## src/rtl/ai_core_pkg.sv

```systemverilog
// Shared constants and types for the AI core datapath blocks.
package ai_core_pkg;

  // Default operand, accumulator and beat-counter widths.
  localparam int unsigned IN_SIZE_DEF  = 8;
  localparam int unsigned ACC_SIZE_DEF = 32;
  localparam int unsigned CNT_W_DEF    = 16;

  // Signed operand and accumulator types at the default widths.
  typedef logic signed [IN_SIZE_DEF-1:0]  operand_t;
  typedef logic signed [ACC_SIZE_DEF-1:0] acc_t;

  // Accumulator control state. IDLE means the next beat starts a new vector.
  typedef enum logic {
    ST_IDLE  = 1'b0,
    ST_ACCUM = 1'b1
  } mac_state_e;

endpackage : ai_core_pkg

```

## src/rtl/mac_accumulator_sign_extender.sv

```systemverilog
// Widens a two's-complement value by replicating its sign bit.
module sign_extender #(
  parameter int unsigned IN_SIZE  = 16,
  parameter int unsigned OUT_SIZE = 32
) (
  input  logic [IN_SIZE-1:0]  i_data,
  output logic [OUT_SIZE-1:0] o_data
);

  if (OUT_SIZE > IN_SIZE) begin : g_extend
    assign o_data = {{(OUT_SIZE-IN_SIZE){i_data[IN_SIZE-1]}}, i_data};
  end else begin : g_pass
    // Equal widths: nothing to extend.
    assign o_data = i_data[OUT_SIZE-1:0];
  end

endmodule : sign_extender

```

## src/rtl/mac_accumulator.sv

```systemverilog
// Streaming signed multiply-accumulate stage.
// Stage 1 registers the operand product, stage 2 accumulates it into a
// per-vector sum, and an output register presents one result per vector
// with its beat count and a sticky overflow flag. A full output register
// that is not being accepted stalls the whole pipe.
module mac_accumulator
  import ai_core_pkg::*;
#(
  parameter int unsigned IN_SIZE  = IN_SIZE_DEF,
  parameter int unsigned ACC_SIZE = ACC_SIZE_DEF,
  parameter bit          SATURATE = 1'b1,
  parameter int unsigned CNT_W    = CNT_W_DEF
) (
  input  logic                clk_i,
  input  logic                rst_ni,
  input  logic                clear_i,
  input  logic                in_valid_i,
  output logic                in_ready_o,
  input  logic [IN_SIZE-1:0]  a_i,
  input  logic [IN_SIZE-1:0]  b_i,
  input  logic                last_i,
  output logic                out_valid_o,
  input  logic                out_ready_i,
  output logic [ACC_SIZE-1:0] out_data_o,
  output logic [CNT_W-1:0]    out_count_o,
  output logic                out_ovf_o
);

  localparam int unsigned PROD_W = 2 * IN_SIZE;

  // Clamp limits used when the accumulator overflows in saturating mode.
  localparam logic [ACC_SIZE-1:0] ACC_MAX = {1'b0, {(ACC_SIZE-1){1'b1}}};
  localparam logic [ACC_SIZE-1:0] ACC_MIN = {1'b1, {(ACC_SIZE-1){1'b0}}};

  // The full product must fit the accumulator without truncation.
  if (ACC_SIZE < PROD_W) begin : g_size_check
    $error("mac_accumulator: ACC_SIZE must be >= 2*IN_SIZE");
  end

  // ---------------------------------------------------------------------------
  // Handshake
  // ---------------------------------------------------------------------------
  logic w_en;
  logic w_fire;
  logic w_s2_go;
  logic w_first;

  logic                r_s1_valid;
  logic                r_s1_last;
  logic [PROD_W-1:0]   r_s1_prod;
  logic [PROD_W-1:0]   w_a_ext;
  logic [PROD_W-1:0]   w_b_ext;
  logic [PROD_W-1:0]   w_prod;

  logic [ACC_SIZE-1:0] r_acc;
  logic [CNT_W-1:0]    r_cnt;
  logic                r_ovf_sticky;

  logic [ACC_SIZE-1:0] w_ext;
  logic [ACC_SIZE-1:0] w_base;
  logic [ACC_SIZE:0]   w_sum;
  logic                w_ovf;
  logic [ACC_SIZE-1:0] w_acc_next;
  logic [CNT_W-1:0]    w_cnt_next;
  logic                w_ovf_next;

  logic                r_out_valid;
  logic [ACC_SIZE-1:0] r_out_data;
  logic [CNT_W-1:0]    r_out_count;
  logic                r_out_ovf;

  mac_state_e r_state;
  mac_state_e w_state_next;

  // The pipe advances unless a result is waiting on a stalled consumer.
  assign w_en       = !(r_out_valid && !out_ready_i);
  // A beat offered together with clear_i is refused.
  assign in_ready_o = w_en && !clear_i;
  assign w_fire     = in_valid_i && in_ready_o;
  // A stage-1 beat reaches the accumulator only when the pipe moves and it
  // is not being discarded by clear_i in the same cycle.
  assign w_s2_go    = w_en && r_s1_valid && !clear_i;

  // ---------------------------------------------------------------------------
  // Stage 1: signed product
  // ---------------------------------------------------------------------------
  // Sign-extending both operands to the product width makes the low PROD_W
  // bits of a plain multiply equal to the signed product.
  assign w_a_ext = {{IN_SIZE{a_i[IN_SIZE-1]}}, a_i};
  assign w_b_ext = {{IN_SIZE{b_i[IN_SIZE-1]}}, b_i};
  assign w_prod  = w_a_ext * w_b_ext;

  // Stage-1 register: capture product and last flag whenever the pipe moves.
  always_ff @(posedge clk_i or negedge rst_ni) begin
    // NOTE: clocked state uses non-blocking assignments so every register
    // samples the pre-edge values of the others, independent of block order.
    if (!rst_ni) begin
      r_s1_valid <= 1'b0;
      r_s1_last  <= 1'b0;
      r_s1_prod  <= '0;
    end else if (clear_i) begin
      r_s1_valid <= 1'b0;
    end else if (w_en) begin
      r_s1_valid <= w_fire;
      r_s1_last  <= last_i;
      r_s1_prod  <= w_prod;
    end
  end

  // ---------------------------------------------------------------------------
  // Stage 2: accumulate
  // ---------------------------------------------------------------------------
  sign_extender #(
    .IN_SIZE  (PROD_W),
    .OUT_SIZE (ACC_SIZE)
  ) u_sign_extender (
    .i_data (r_s1_prod),
    .o_data (w_ext)
  );

  // Sum one bit wider than the accumulator so overflow shows up as a
  // disagreement between the two top bits.
  assign w_base = w_first ? '0 : r_acc;
  assign w_sum  = {w_base[ACC_SIZE-1], w_base} + {w_ext[ACC_SIZE-1], w_ext};
  assign w_ovf  = w_sum[ACC_SIZE] ^ w_sum[ACC_SIZE-1];

  // Next accumulator value, overflow flag and beat count for this beat.
  always_comb begin
    // NOTE: every combinational output gets a value on every path (here via
    // the leading default) so no latch is inferred.
    w_acc_next = w_sum[ACC_SIZE-1:0];
    if (w_ovf && SATURATE) begin
      w_acc_next = w_sum[ACC_SIZE] ? ACC_MIN : ACC_MAX;
    end
    w_ovf_next = w_first ? w_ovf : (r_ovf_sticky | w_ovf);
    if (w_first) begin
      w_cnt_next = CNT_W'(1);
    end else if (&r_cnt) begin
      w_cnt_next = r_cnt;
    end else begin
      w_cnt_next = r_cnt + 1'b1;
    end
  end

  // Accumulator registers: zeroed on abort, updated on each stage-2 beat.
  always_ff @(posedge clk_i or negedge rst_ni) begin
    if (!rst_ni) begin
      r_acc        <= '0;
      r_cnt        <= '0;
      r_ovf_sticky <= 1'b0;
    end else if (clear_i) begin
      r_acc        <= '0;
      r_cnt        <= '0;
      r_ovf_sticky <= 1'b0;
    end else if (w_s2_go) begin
      r_acc        <= w_acc_next;
      r_cnt        <= w_cnt_next;
      r_ovf_sticky <= w_ovf_next;
    end
  end

  // ---------------------------------------------------------------------------
  // Vector FSM: IDLE (next beat starts a vector) / ACCUM (partial sum live)
  // ---------------------------------------------------------------------------
  // State register.
  always_ff @(posedge clk_i or negedge rst_ni) begin
    if (!rst_ni) begin
      r_state <= ST_IDLE;
    end else begin
      r_state <= w_state_next;
    end
  end

  // Next-state logic.
  always_comb begin
    w_state_next = r_state;
    unique case (r_state)
      ST_IDLE: begin
        if (w_s2_go && !r_s1_last) begin
          w_state_next = ST_ACCUM;
        end
      end
      ST_ACCUM: begin
        if (clear_i || (w_s2_go && r_s1_last)) begin
          w_state_next = ST_IDLE;
        end
      end
      default: w_state_next = ST_IDLE;
    endcase
  end

  // State outputs.
  always_comb begin
    w_first = (r_state == ST_IDLE);
  end

  // ---------------------------------------------------------------------------
  // Output register
  // ---------------------------------------------------------------------------
  // Load on a last beat (even in the cycle the previous result is accepted),
  // otherwise drop the result once the consumer takes it. clear_i leaves a
  // pending result untouched.
  always_ff @(posedge clk_i or negedge rst_ni) begin
    if (!rst_ni) begin
      r_out_valid <= 1'b0;
      r_out_data  <= '0;
      r_out_count <= '0;
      r_out_ovf   <= 1'b0;
    end else if (w_s2_go && r_s1_last) begin
      r_out_valid <= 1'b1;
      r_out_data  <= w_acc_next;
      r_out_count <= w_cnt_next;
      r_out_ovf   <= w_ovf_next;
    end else if (r_out_valid && out_ready_i) begin
      r_out_valid <= 1'b0;
      r_out_data  <= '0;
      r_out_count <= '0;
      r_out_ovf   <= 1'b0;
    end
  end

  assign out_valid_o = r_out_valid;
  assign out_data_o  = r_out_data;
  assign out_count_o = r_out_count;
  assign out_ovf_o   = r_out_ovf;

endmodule : mac_accumulator

```

## config.mk

```make
export PLATFORM = sky130hd
export DESIGN_NAME = mac_accumulator
export DESIGN_NICKNAME = d
export VERILOG_FILES = /design/src/rtl/ai_core_pkg.sv /design/src/rtl/mac_accumulator_sign_extender.sv /design/src/rtl/mac_accumulator.sv
export SDC_FILE = /design/constraint.sdc
export NUM_CORES = 1
export LEC_CHECK = 0
export CAP_MARGIN = 25
export CORE_MARGIN = 5
export CORE_UTILIZATION = 25
export CTS_CLUSTER_DIAMETER = 120
export CTS_CLUSTER_SIZE = 8
export DETAILED_ROUTE_END_ITERATION = 12
export GPL_ROUTABILITY_DRIVEN = 0
export GPL_TIMING_DRIVEN = 0
export PLACE_DENSITY_LB_ADDON = 0.05
export SYNTH_ARGS = -nofsm -noshare
export SYNTH_HDL_FRONTEND = slang
export SYNTH_SLANG_ARGS = --single-unit
```

## constraint.sdc

```tcl
create_clock -name clk_i -period 11.2 [get_ports clk_i]
set_input_delay 1.68 -clock clk_i [delete_from_list [all_inputs] [get_ports clk_i]]
set_output_delay 1.68 -clock clk_i [all_outputs]
set_load 0.005 [all_outputs]
```

Word level (Yosys, flattened, before mapping)
Index checks and enable logic that the tools add are counted.
Widths: inputs -> output; s select.
{"block": "totals", "ff_bits": 118, "input_bits": 22, "out_inout_bits": 51, "elab_cells": 61}
{"block": "classes", "addsub": 2, "multipliers": 1, "eq_ne": 1, "muxes": 24, "bitwise_logic": 5, "n_reduce_logical": 17}
{"op": "$mux 32", "n": 7}
{"op": "$mux 16", "n": 6}
{"op": "$add 32x16->33", "n": 1}
{"op": "$add 16x1->16 const B", "n": 1}
{"op": "$mul 8x8->16", "n": 1}
{"op": "$reduce_and 16->1", "n": 1}
{"op": "$mux 1", "n": 10}
{"op": "$logic_and 1x1->1", "n": 8}
{"op": "$logic_not 1->1", "n": 4}
{"op": "$reduce_bool 2->1", "n": 2}
{"op": "$not 1->1", "n": 3}
{"op": "$ne 2x2->1 const B", "n": 1}
{"op": "$pmux 1 s2", "n": 1}
{"op": "$reduce_and 2->1", "n": 1}
{"op": "$logic_or 1x1->1", "n": 1}
{"op": "$or 1x1->1", "n": 1}
{"op": "$xor 1x1->1", "n": 1}

Logic depth before layout (Yosys ltp)
Gate-level depths: netlist of the first run.
{"block": "depth", "word_depth": 9, "mapped_depth": 19, "ltp_nobuf": 19}

Modules after synthesis
A second synthesis of the first run with hierarchy kept.
{"block": "unflattened", "hier_cells": 1096, "hier_area_um2": 9628.0}
{"module": "mac_accumulator", "n_inst": 1, "cells_each": 1064, "area_per_inst_um2": 9387.8, "seq_area_each_um2": 2952.8}
{"module": "sign_extender", "n_inst": 1, "cells_each": 32, "area_per_inst_um2": 240.2, "seq_area_each_um2": 0.0}

Worst setup path before layout of the first run
OpenSTA, ideal clock, no wires.
{"block": "synth_path", "path_type": "in2reg", "from": "input port b_i[4]", "to": "register r_s1_prod[14]", "setup_ps": 120, "arrival_time_ps": 5674, "t_required_ps": 11080, "path_slack_ps": 5405, "stages": 18, "n_path_buf": 0, "cell_sequence": "and2_1 -> fa_1 -> inv_1 -> fa_1 -> inv_1 -> fa_1 -> inv_1 -> fa_1 -> inv_1 -> ha_1 -> o21ai_0 -> a21boi_0 -> o21ai_0 -> a21boi_0 -> o211ai_1 -> a21boi_0 -> or3_1 -> a31o_2"}
{"block": "synth_between", "elab_chain_len": 1}
{"item": "from (decl)", "line": "mac_accumulator.sv:20", "source": "input logic [IN_SIZE-1:0] b_i,"}
{"item": "$mul 8x8->16", "line": "mac_accumulator.sv:91", "source": "assign w_prod = w_a_ext * w_b_ext;"}
{"item": "to (signal assigned)", "line": "mac_accumulator.sv:106", "source": "r_s1_prod <= w_prod;"}
{"item": "to (decl)", "line": "mac_accumulator.sv:50", "source": "logic [PROD_W-1:0] r_s1_prod;"}
Every way passes these cells.
A chain may end at the register's enable or synchronous reset.

Final worst setup path of the first run
Ends and elaborated chain as after synthesis.

==> key figures, run 1 <==
Detailed routing
  – Via/cell ratio: 4.67
  – DR iter-0 viols: 451
  – DRC: 0
  – Per-cell routed wire length: 17.7 um
  – Via count: 7,742
  – WL final: 29.3 mm
  – WL met3: 741 um
  – Met1 Wirelength: 14.5 mm
  – Top Metal Used: met4
  – Drt first pass iters: 5
  – ANT nets after route: 0
  – Met2 WL: 13.7 mm

Worst hold path
  – Worst Hold Class: reg -> reg

STA
  – Final setup viols: 0
  – Worst Skew: 0.0132 ns
  – Tcrit/Tclk final: 0.567
  – Fin. max-slew vios: 0
  – Tightest Pin Transition: 0.839 ns
  – Unrepaired setup endpoints after global routing: no
  – Maximum clock frequency: 0.158 GHz
  – Final setup TNS: 0 ns
  – Min cycle time layout: 6.35 ns
  – Max transition margin: 0.441
  – Final hold vios: 0
  – Setup ws final: 4.85 ns

Global route
  – Vias in the first global route: 8,007
  – Antenna violations before repair: 0
  – Total track usage: 0.142
  – Global route overflow: 0
  – First-pass GRT wire length: 46.9 mm
  – Largest net degree at the start of global routing: 64

Critical path
  – FF-to-FF setup slack: 6.36 ns
  – Worst EP arrival: 6.66 ns
  – Max Fanout on Critical Path: 8
  – Worst Setup Start Kind: primary input
  – CP endpoint kind: flop
  – Worst path required time: 11.51 ns
  – WS Path Type: in -> reg

Yosys
  – Yosys warns: 0
  – Synthesis-stage register bit count: 118
  – Post-synth net total: 1,184
  – Asr flop ratio synth: 1.00
  – Cells taking the most area after synthesis: dfrtp_1 (31%), fa_1 (12%), ha_1 (8.1%)
  – Mean Syn Cell Area: 9.18 um2
  – Largest area contributor in the synthesized netlist: dfrtp_1
  – Post-Syn Area: 9580 um2
  – Post-synthesis sequential area ratio: 0.308
  – Cells after synthesis: 1,044
  – Share of the synthesized area in the top cell type: 0.308
  – Post-synth EDFFs: 0
  – Synth cell types: 74
  – Post-synth top flop: dfrtp_1

Die
  – Die height: 206 um
  – Rows: 71
  – Num ports: 73
  – Starting density of the core: 0.254
  – Die area: 42,300 um2
  – Core area: 37,800 um2
  – Die X-Extent: 206 um

CTS
  – Cts hold-fix bufs: 0
  – Buffer count from post-CTS setup fixing: 0
  – Clock Sinks: 118
  – Clk root buf: clkbuf_16
  – Post-cts sizing count: 0
  – Worst-path clk slew: 0.06 ns
  – Worst-Skew Late Latency: 0.42 ns
  – CTS buffer count: 17
  – CTS tree: done
  – Longest Clk Path Bufs: 2
  – CTS HTree Levels: 4

Placement
  – # port buffers: 72
  – Hpwl dp: 22.5 mm
  – Dpl cells: 1,628
  – Pre-CTS setup slack: 4.35 ns

Layout
  – Non-filler instance count after layout: 1,658
  – Post-layout nets: 1,276
  – Fin util: 0.306
  – Layout area overhead: 20.7%
  – ANT cells: 0
  – Share of cells above drive strength 1: 0.0785

Status
  – Status: finished clean

Power and ir drop
  – PD cells: 194 nW/um2
  – Overall power: 2.25 mW
  – Leak: 5.29 nW
  – Max IR drop VDD: 0.000106 V

Run
  – Maxcap violations: 0
[sequential cells by signal, summed over array words and instances, names as in the netlist]
| register | count |
|---|---|
| out_data_o | 32 |
| r_cnt | 16 |
| r_ovf_sticky | 1 |
| out_count_o | 16 |
| out_ovf_o | 1 |
| r_state | 1 |
| r_s1_last | 1 |
| r_acc | 32 |
| r_s1_valid | 1 |
| r_s1_prod | 16 |
| out_valid_o | 1 |
[synth_stat cells (6+ instances only)]
cell        n
inv_1      92
clkbuf_1   22
a221o_1    30
nand3_1    18
a21o_1     15
ha_1       62
nor2_1     42
o21ai_1    28
o31ai_1     6
a22o_1     11
xnor2_1    27
o21ai_0    51
o21a_1      6
a31oi_1    14
and2_1     81
nand4_1    10
buf_4       8
xor2_1     25
buf_6       7
nand2b_1    7
dfrtp_1   118
o211ai_1    9
nor2b_1     9
a21oi_1    57
fa_1       56
nand2_1   131
and3_1      7
[critical path: stages]
cell	delay, ns
clkdlybuf4s50_1	0.58
and2_1	0.27
fa_1	0.54
inv_1	0.06
fa_1	0.47
inv_1	0.05
fa_1	0.52
inv_1	0.05
fa_1	0.52
inv_1	0.04
ha_1	0.29
o21ai_0	0.11
a21boi_0	0.15
o21ai_0	0.24
a21boi_0	0.19
o211ai_1	0.19
a21boi_0	0.12
or3_1	0.32
a31o_2	0.24
[cell families after synthesis]
family                   share of synthesized area
AND/OR/NAND/NOR                              0.178
AO/OA/AOI/OAI                                0.192
buffers and inverters                       0.0707
adder cells (fa/ha/maj)                      0.200
flip-flops                                   0.308
XOR/XNOR                                    0.0475
multiplexers                               0.00340
[metal layers]
layer  vias up  track usage
li1       3786            -
met5         -            0
met3        17       0.0183
met2        99        0.226
met1      3840        0.207
met4         0       0.0333
[final cells by class]
class	count	area [um2]
plain buffers	48	328
clock buffers	22	494
clock inverters	8	97.6
fillers	4032	26200
inverters	93	349
multi-input cells	785	5950
flip-flops and latches	118	2950
well taps	511	639
repair buffers	73	749
[stage by stage]
step	area [um2]	hold slack (ns)
finish	11600	0.471
detailed placement	11000	0.467
global route	11600	0.502
global placement	10900	0.459
CTS	11600	0.480
floorplan	9580	0.442
[placed cells by master (no fill, tap or decap), types with 5 or more instances in the layout]
| cell | synthesis | routed |
|---|---|---|
| a31oi_1 | 14 | 14 |
| nor2_1 | 42 | 42 |
| o21ai_0 | 51 | 51 |
| fa_1 | 56 | 56 |
| ha_1 | 62 | 62 |
| dfrtp_1 | 118 | 118 |
| clkbuf_16 | 0 | 17 |
| clkbuf_8 | 0 | 5 |
| nand2b_1 | 7 | 7 |
| and3_1 | 7 | 7 |
| inv_1 | 92 | 92 |
| o211ai_1 | 9 | 9 |
| xor2_1 | 25 | 25 |
| o21a_1 | 6 | 6 |
| nor2b_1 | 9 | 9 |
| buf_4 | 8 | 8 |
| a211oi_1 | 5 | 5 |
| nor3_1 | 5 | 5 |
| buf_6 | 7 | 8 |
| xnor2_1 | 27 | 27 |
| nand2_1 | 131 | 131 |
| a221o_1 | 30 | 30 |
| a21oi_1 | 57 | 57 |
| a21boi_0 | 5 | 5 |
| and2_1 | 81 | 81 |
| o21ai_1 | 28 | 28 |
| or2_2 | 5 | 5 |
| nand3_1 | 18 | 18 |
| o31ai_1 | 6 | 6 |
| nand4_1 | 10 | 10 |
| a22o_1 | 11 | 11 |
| clkbuf_1 | 22 | 22 |
| clkdlybuf4s50_1 | 0 | 71 |
| a21o_1 | 15 | 15 |
[final timing paths]
check / from / endpoint / cells after the start
setup / recovery: b_i[4] / r_s1_prod[14] / 19
hold / removal: out_count_o[0] / out_count_o[0] / 1
setup reg to reg: r_state / out_data_o[30] / 15
hold reg to reg: out_count_o[0] / out_count_o[0] / 1
max in group asynchronous: rst_ni / r_s1_valid / 2
min in group asynchronous: rst_ni / out_data_o[27] / 1
[power by group]
group	switching (mW)	total, mW	internal (mW)
Combinational	0.593	1.08	0.485
Sequential	0.0808	0.611	0.530
Clock	0.206	0.559	0.353
Total	0.879	2.25	1.37
Note: power is estimated with default switching activity, not from simulation.
==> inputs of run 2 (changes only) <==
==> constraint.sdc (replaced) <==
create_clock -name clk_i -period 5.23 [get_ports clk_i]
set_input_delay 0.7845 -clock clk_i [delete_from_list [all_inputs] [get_ports clk_i]]
set_output_delay 0.7845 -clock clk_i [all_outputs]
set_load 0.005 [all_outputs]
==> run 2 against run 1 <==
Final cell count unchanged. First-iteration DRC count rose by 0.67%. Sequential power up 110%. Flip-flop and latch count did not move. Power rose by 120%. Global-route usage did not move. Worst setup slack worse by 4.6 ns. Hold slack lost 0.15 ns. Routed wire length barely moved. Register-to-register slack got worse by 6.0 ns. Die area did not move. Highest routed layer unchanged.
==> key figures, run 2 (same netlist as run 1, synthesis figures left out) <==
Worst hold path
  – Worst Hold Class: in -> async

Power and ir drop
  – Switching Fraction: 0.392
  – Overall power: 4.83 mW
  – Seq pwr share: 0.270
  – PD cells: 419 nW/um2
  – Leak: 5.32 nW
  – P_int: 2.94 mW
  – Clock share of power: 0.247
  – Combinational Power Share: 0.482
  – Max IR drop VDD: 0.000229 V
  – NetSw: 1.90 mW

Critical path
  – Worst Setup EP: r_s1_prod[14]
  – Worst EP arrival: 5.25 ns
  – FF-to-FF setup slack: 0.39 ns
  – FF-to-FF End: out_data_o[30]
  – Path depth of the worst reg2reg path: 15
  – WS Path Type: in -> reg
  – CP startpoint: a_i[3]
  – Worst Setup Start Kind: primary input
  – Critical R2R Launch: r_state
  – Max Fanout on Critical Path: 8
  – CP endpoint kind: flop
  – Worst path required time: 5.54 ns

Die
  – Num ports: 73
  – Rows: 71
  – Starting density of the core: 0.254
  – Die height: 206 um
  – Core area: 37,800 um2
  – Die area: 42,300 um2
  – Die X-Extent: 206 um

Global route
  – Grt met1 use: 0.207
  – Antenna violations before repair: 0
  – Met3 usage: 0.0183
  – Total track usage: 0.142
  – Vias in the first global route: 8,007
  – First-pass GRT wire length: 46.9 mm
  – GRT met2 Usage: 0.226
  – Largest net degree at the start of global routing: 64
  – Global route overflow: 0
  – Gr busiest metal: met2

Layout
  – Most frequent cells in the layout: nand2_1 (131), dfrtp_1 (118), inv_1 (92), and2_1 (81), ha_1 (62)
  – Layout area overhead: 20.5%
  – Share of cells above drive strength 1: 0.0854
  – Multi-input gate area: 5970 um2
  – Final instance area: 11,500 um2
  – Post-layout nets: 1,276
  – Filler cell count: 4,041
  – Fin util: 0.306
  – FF/Latch Area: 2950 um2
  – Most common cell after layout, fill and taps aside: nand2_1
  – ANT cells: 0

Detailed routing
  – DR iter-0 viols: 454
  – Per-cell routed wire length: 17.7 um
  – WL final: 29.3 mm
  – Drt first pass iters: 5
  – Via/cell ratio: 4.67
  – DRC: 0
  – ANT nets after route: 0
  – Via count: 7,741

CTS
  – Clock Sinks: 118
  – Clk root buf: clkbuf_16
  – Longest Clk Path Bufs: 2
  – CTS buffer count: 17
  – Worst-path clk slew: 0.06 ns
  – Worst-Skew Late Latency: 0.42 ns
  – CTS HTree Levels: 4
  – CTS tree: done
  – Buffer count from post-CTS setup fixing: 0
  – Cts hold-fix bufs: 0

Placement
  – # port buffers: 72
  – Hpwl dp: 22.5 mm
  – Post-DP Area: 11,000 um2

STA
  – Final setup TNS: 0 ns
  – Maximum clock frequency: 0.202 GHz
  – Worst Skew: 0.0130 ns
  – Unrepaired setup endpoints after global routing: yes
  – Tcrit/Tclk final: 0.944
  – Final hold vios: 0
  – Final setup viols: 0
  – Tightest Pin Transition: 0.837 ns
  – Min cycle time layout: 4.94 ns
  – Fin. max-slew vios: 0
  – Max transition margin: 0.442
  – Fin Hold WS: 0.324 ns

Run
  – Maxcap violations: 0

Status
  – Status: finished clean
run 2: cell type report:
cell class | count | share of cell area
multi-input combinational | 785 | 0.517
sequential | 118 | 0.256
timing repair buffer | 73 | 0.0622
tap | 511 | 0.0554
clock buffer | 22 | 0.0428
inverter | 93 | 0.0302
buffer | 48 | 0.0284
clock inverter | 8 | 0.00845
run 2: worst min path at each step:
stage,start,to,slack [ns],cells past startpoint
6_report,rst_ni,out_data_o[27],0.32,1
5_1_grt,rst_ni,out_data_o[27],0.37,1
4_1_cts,rst_ni,out_data_o[27],0.35,1
3_5_place_dp,out_count_o[0],out_count_o[0],0.47,1
3_3_place_gp,r_acc[0],r_acc[0],0.46,2
2_1_floorplan,r_acc[30],r_acc[30],0.44,2
run 2: power by group through the flow:
stage                     registers [mW]  logic, mW  clock network [mW]
after floorplan                     1.27       1.59                   0
after global placement              1.32       2.36                   0
after detailed placement            1.33       2.35                   0
after CTS                           1.31       2.37                1.24
after global routing                1.34       2.66                1.28
final                               1.31       2.33                1.20
run 2: metrics by stage:
step / std cells / worst slack [ns]
after CTS: 1658 / 0.0580
after floorplan: 1044 / 0.331
final: 1658 / 0.291
after detailed placement: 1628 / -0.729
after global routing: 1658 / -0.00476
after global placement: 1627 / -2.11
run 2: what timing repair did:
action | in CTS | in global routing
endpoints found under the setup margin | 3 | 4
resized for setup | 16 | 16
pin swaps | 0 | 1
run 2: worst max-delay path: stages:
cell           delay, ns
dlygate4sd2_1       0.33
and2_1              0.20
fa_1                0.54
inv_1               0.06
fa_1                0.47
inv_1               0.05
fa_1                0.52
inv_1               0.05
fa_1                0.52
inv_1               0.04
ha_1                0.29
o21ai_0             0.11
a21boi_1            0.14
o21ai_2             0.19
a21boi_2            0.09
o211ai_1            0.16
a21boi_0            0.12
or3_1               0.32
a31o_2              0.24
run 2: per-layer routing:
layer | part of all wire | wire length (um) | up-vias
met2 | 0.47 | 13700 | 114
li1 | - | - | 3783
met4 | 0.010 | 307 | 0
met3 | 0.031 | 902 | 17
met5 | 0 | 0 | -
met1 | 0.49 | 14400 | 3827
==> inputs of run 3 (changes only) <==
--- a/config.mk
+++ b/config.mk
@@ -14,6 +14,7 @@
 export GPL_ROUTABILITY_DRIVEN = 0
 export GPL_TIMING_DRIVEN = 0
 export PLACE_DENSITY_LB_ADDON = 0.05
+export RECOVER_POWER = 50
 export SYNTH_ARGS = -nofsm -noshare
 export SYNTH_HDL_FRONTEND = slang
 export SYNTH_SLANG_ARGS = --single-unit
==> run 3 against run 2 <==
The run now ends with max-capacitance violations, max-slew violations left. Die area stayed put. Fmax hardly changed. Combinational power hardly changed. Flip-flop and latch count stayed put. Final cell count stayed put. Register-to-register slack hardly changed. Sequential power hardly changed. Routed wire length hardly changed. Critical path type unchanged.
==> key figures, run 3 (same netlist as run 1, synthesis figures left out) <==
Critical path
  – Worst EP arrival: 5.25 ns
  – Path depth of the worst reg2reg path: 15
  – FF-to-FF End: out_data_o[30]
  – Critical R2R Launch: r_state
  – Worst path required time: 5.54 ns
  – Worst Setup Start Kind: primary input
  – Max Fanout on Critical Path: 8
  – FF-to-FF setup slack: 0.39 ns
  – WS Path Type: in -> reg
  – CP endpoint kind: flop

Detailed routing
  – Drt first pass iters: 5
  – DR iter-0 viols: 454
  – Via count: 7,746
  – ANT nets after route: 0
  – Via/cell ratio: 4.67
  – WL final: 29.3 mm
  – Per-cell routed wire length: 17.7 um
  – DRC: 0

CTS
  – CTS HTree Levels: 4
  – Cts hold-fix bufs: 0
  – CTS tree: done
  – Longest Clk Path Bufs: 2
  – Clock Sinks: 118
  – Worst-path clk slew: 0.06 ns
  – Buffer count from post-CTS setup fixing: 0
  – Worst-Skew Late Latency: 0.42 ns
  – CTS buffer count: 17
  – Clk root buf: clkbuf_16

Layout
  – Most frequent cells in the layout: nand2_1 (131), dfrtp_1 (118), inv_1 (92), and2_1 (81), ha_1 (62)
  – Most common cell after layout, fill and taps aside: nand2_1
  – Filler cell count: 4,042
  – ANT cells: 0
  – Layout area overhead: 20.4%
  – Post-layout nets: 1,276
  – Non-filler instance count after layout: 1,658
  – Share of cells above drive strength 1: 0.0846

STA
  – Maximum clock frequency: 0.202 GHz
  – Final setup viols: 0
  – Max transition margin: -1.27
  – Tcrit/Tclk final: 0.944
  – Final hold vios: 0
  – Tightest Pin Transition: 3.40 ns
  – Unrepaired setup endpoints after global routing: yes
  – Min cycle time layout: 4.94 ns
  – Fin. max-slew vios: 56
  – Worst Skew: 0.0130 ns
  – Setup ws final: 0.291 ns

Global route
  – Total track usage: 0.142
  – Largest net degree at the start of global routing: 64
  – First-pass GRT wire length: 46.9 mm
  – Global route overflow: 0
  – Vias in the first global route: 8,007
  – Antenna violations before repair: 0

Die
  – Die area: 42,300 um2
  – Num ports: 73
  – Die height: 206 um
  – Starting density of the core: 0.254
  – Core area: 37,800 um2
  – Die X-Extent: 206 um
  – Rows: 71

Placement
  – # port buffers: 72
  – Dpl cells: 1,628
  – Hpwl dp: 22.5 mm
  – Pre-CTS setup slack: -0.729 ns

Power and ir drop
  – Overall power: 4.81 mW
  – Leak: 5.38 nW
  – Max IR drop VDD: 0.000229 V
  – PD cells: 417 nW/um2

Status
  – Failing checks: max-capacitance violations, max-slew violations
  – Status: complete, but fails checks

Run
  – Maxcap violations: 1

Worst hold path
  – WHS Path Cells: 1
  – Hold_sp: out_count_o[0]
  – Hold worst-path end: out_count_o[0]
  – Worst Hold Class: reg -> reg
[run 3: stage by stage]
stage | instance area (um2) | util | TNS [ns] | hold WS [ns]
3_3_place_gp | 10900 | 0.290 | -249.86 | 0.459
6_report | 11500 | 0.306 | 0 | 0.466
4_1_cts | 11500 | 0.306 | 0 | 0.346
2_1_floorplan | 9580 | - | 0 | 0.442
3_5_place_dp | 11000 | 0.291 | -2.46 | 0.467
5_1_grt | 11500 | 0.306 | -0.00476 | 0.497
[run 3: worst max-delay path by stage]
stage | from | to | slack [ns] | depth (start not counted)
after detailed placement | b_i[3] | r_s1_prod[14] | -0.73 | 19
after CTS | a_i[7] | r_s1_prod[14] | 0.06 | 19
final | a_i[3] | r_s1_prod[14] | 0.29 | 19
after global placement | rst_ni | r_s1_prod[4] | -2.11 | 1
after floorplan | b_i[4] | r_s1_prod[14] | 0.33 | 18
after global routing | a_i[3] | r_s1_prod[14] | -0.005 | 19
[run 3: worst max-delay path: stages]
cell	delay [ns]
dlygate4sd2_1	0.33
and2_1	0.20
fa_1	0.54
inv_1	0.06
fa_1	0.47
inv_1	0.05
fa_1	0.52
inv_1	0.05
fa_1	0.52
inv_1	0.04
ha_1	0.29
o21ai_0	0.11
a21boi_1	0.14
o21ai_2	0.19
a21boi_2	0.09
o211ai_1	0.16
a21boi_0	0.12
or3_1	0.32
a31o_2	0.24
[run 3: layout make-up]
| cell class | count | area, um2 | share of cell area |
|---|---|---|---|
| tap | 511 | 639 | 0.0554 |
| sequential | 118 | 2950 | 0.256 |
| clock buffer | 22 | 494 | 0.0428 |
| inverter | 93 | 349 | 0.0303 |
| clock inverter | 8 | 97.6 | 0.00846 |
| timing repair buffer | 73 | 711 | 0.0616 |
| buffer | 48 | 328 | 0.0284 |
| multi-input combinational | 785 | 5970 | 0.517 |
[run 3: routing by layer]
layer  wire, um  vias up  global-route usage
met5          0        -                   0
met4        307        0              0.0333
li1           -     3787                   -
met2      13700      114               0.226
met1      14400     3828               0.207
met3        901       17              0.0183
[run 3: where the power goes]
part	total (mW)	switching [mW]	internal, mW
logic	2.31	1.28	1.03
registers	1.30	0.170	1.13
clock network	1.20	0.440	0.756
[run 3: repair_timing]
action | CTS | global route
gates resized for setup | 16 | 16
pin swaps | 0 | 1
endpoints found under the setup margin | 3 | 4
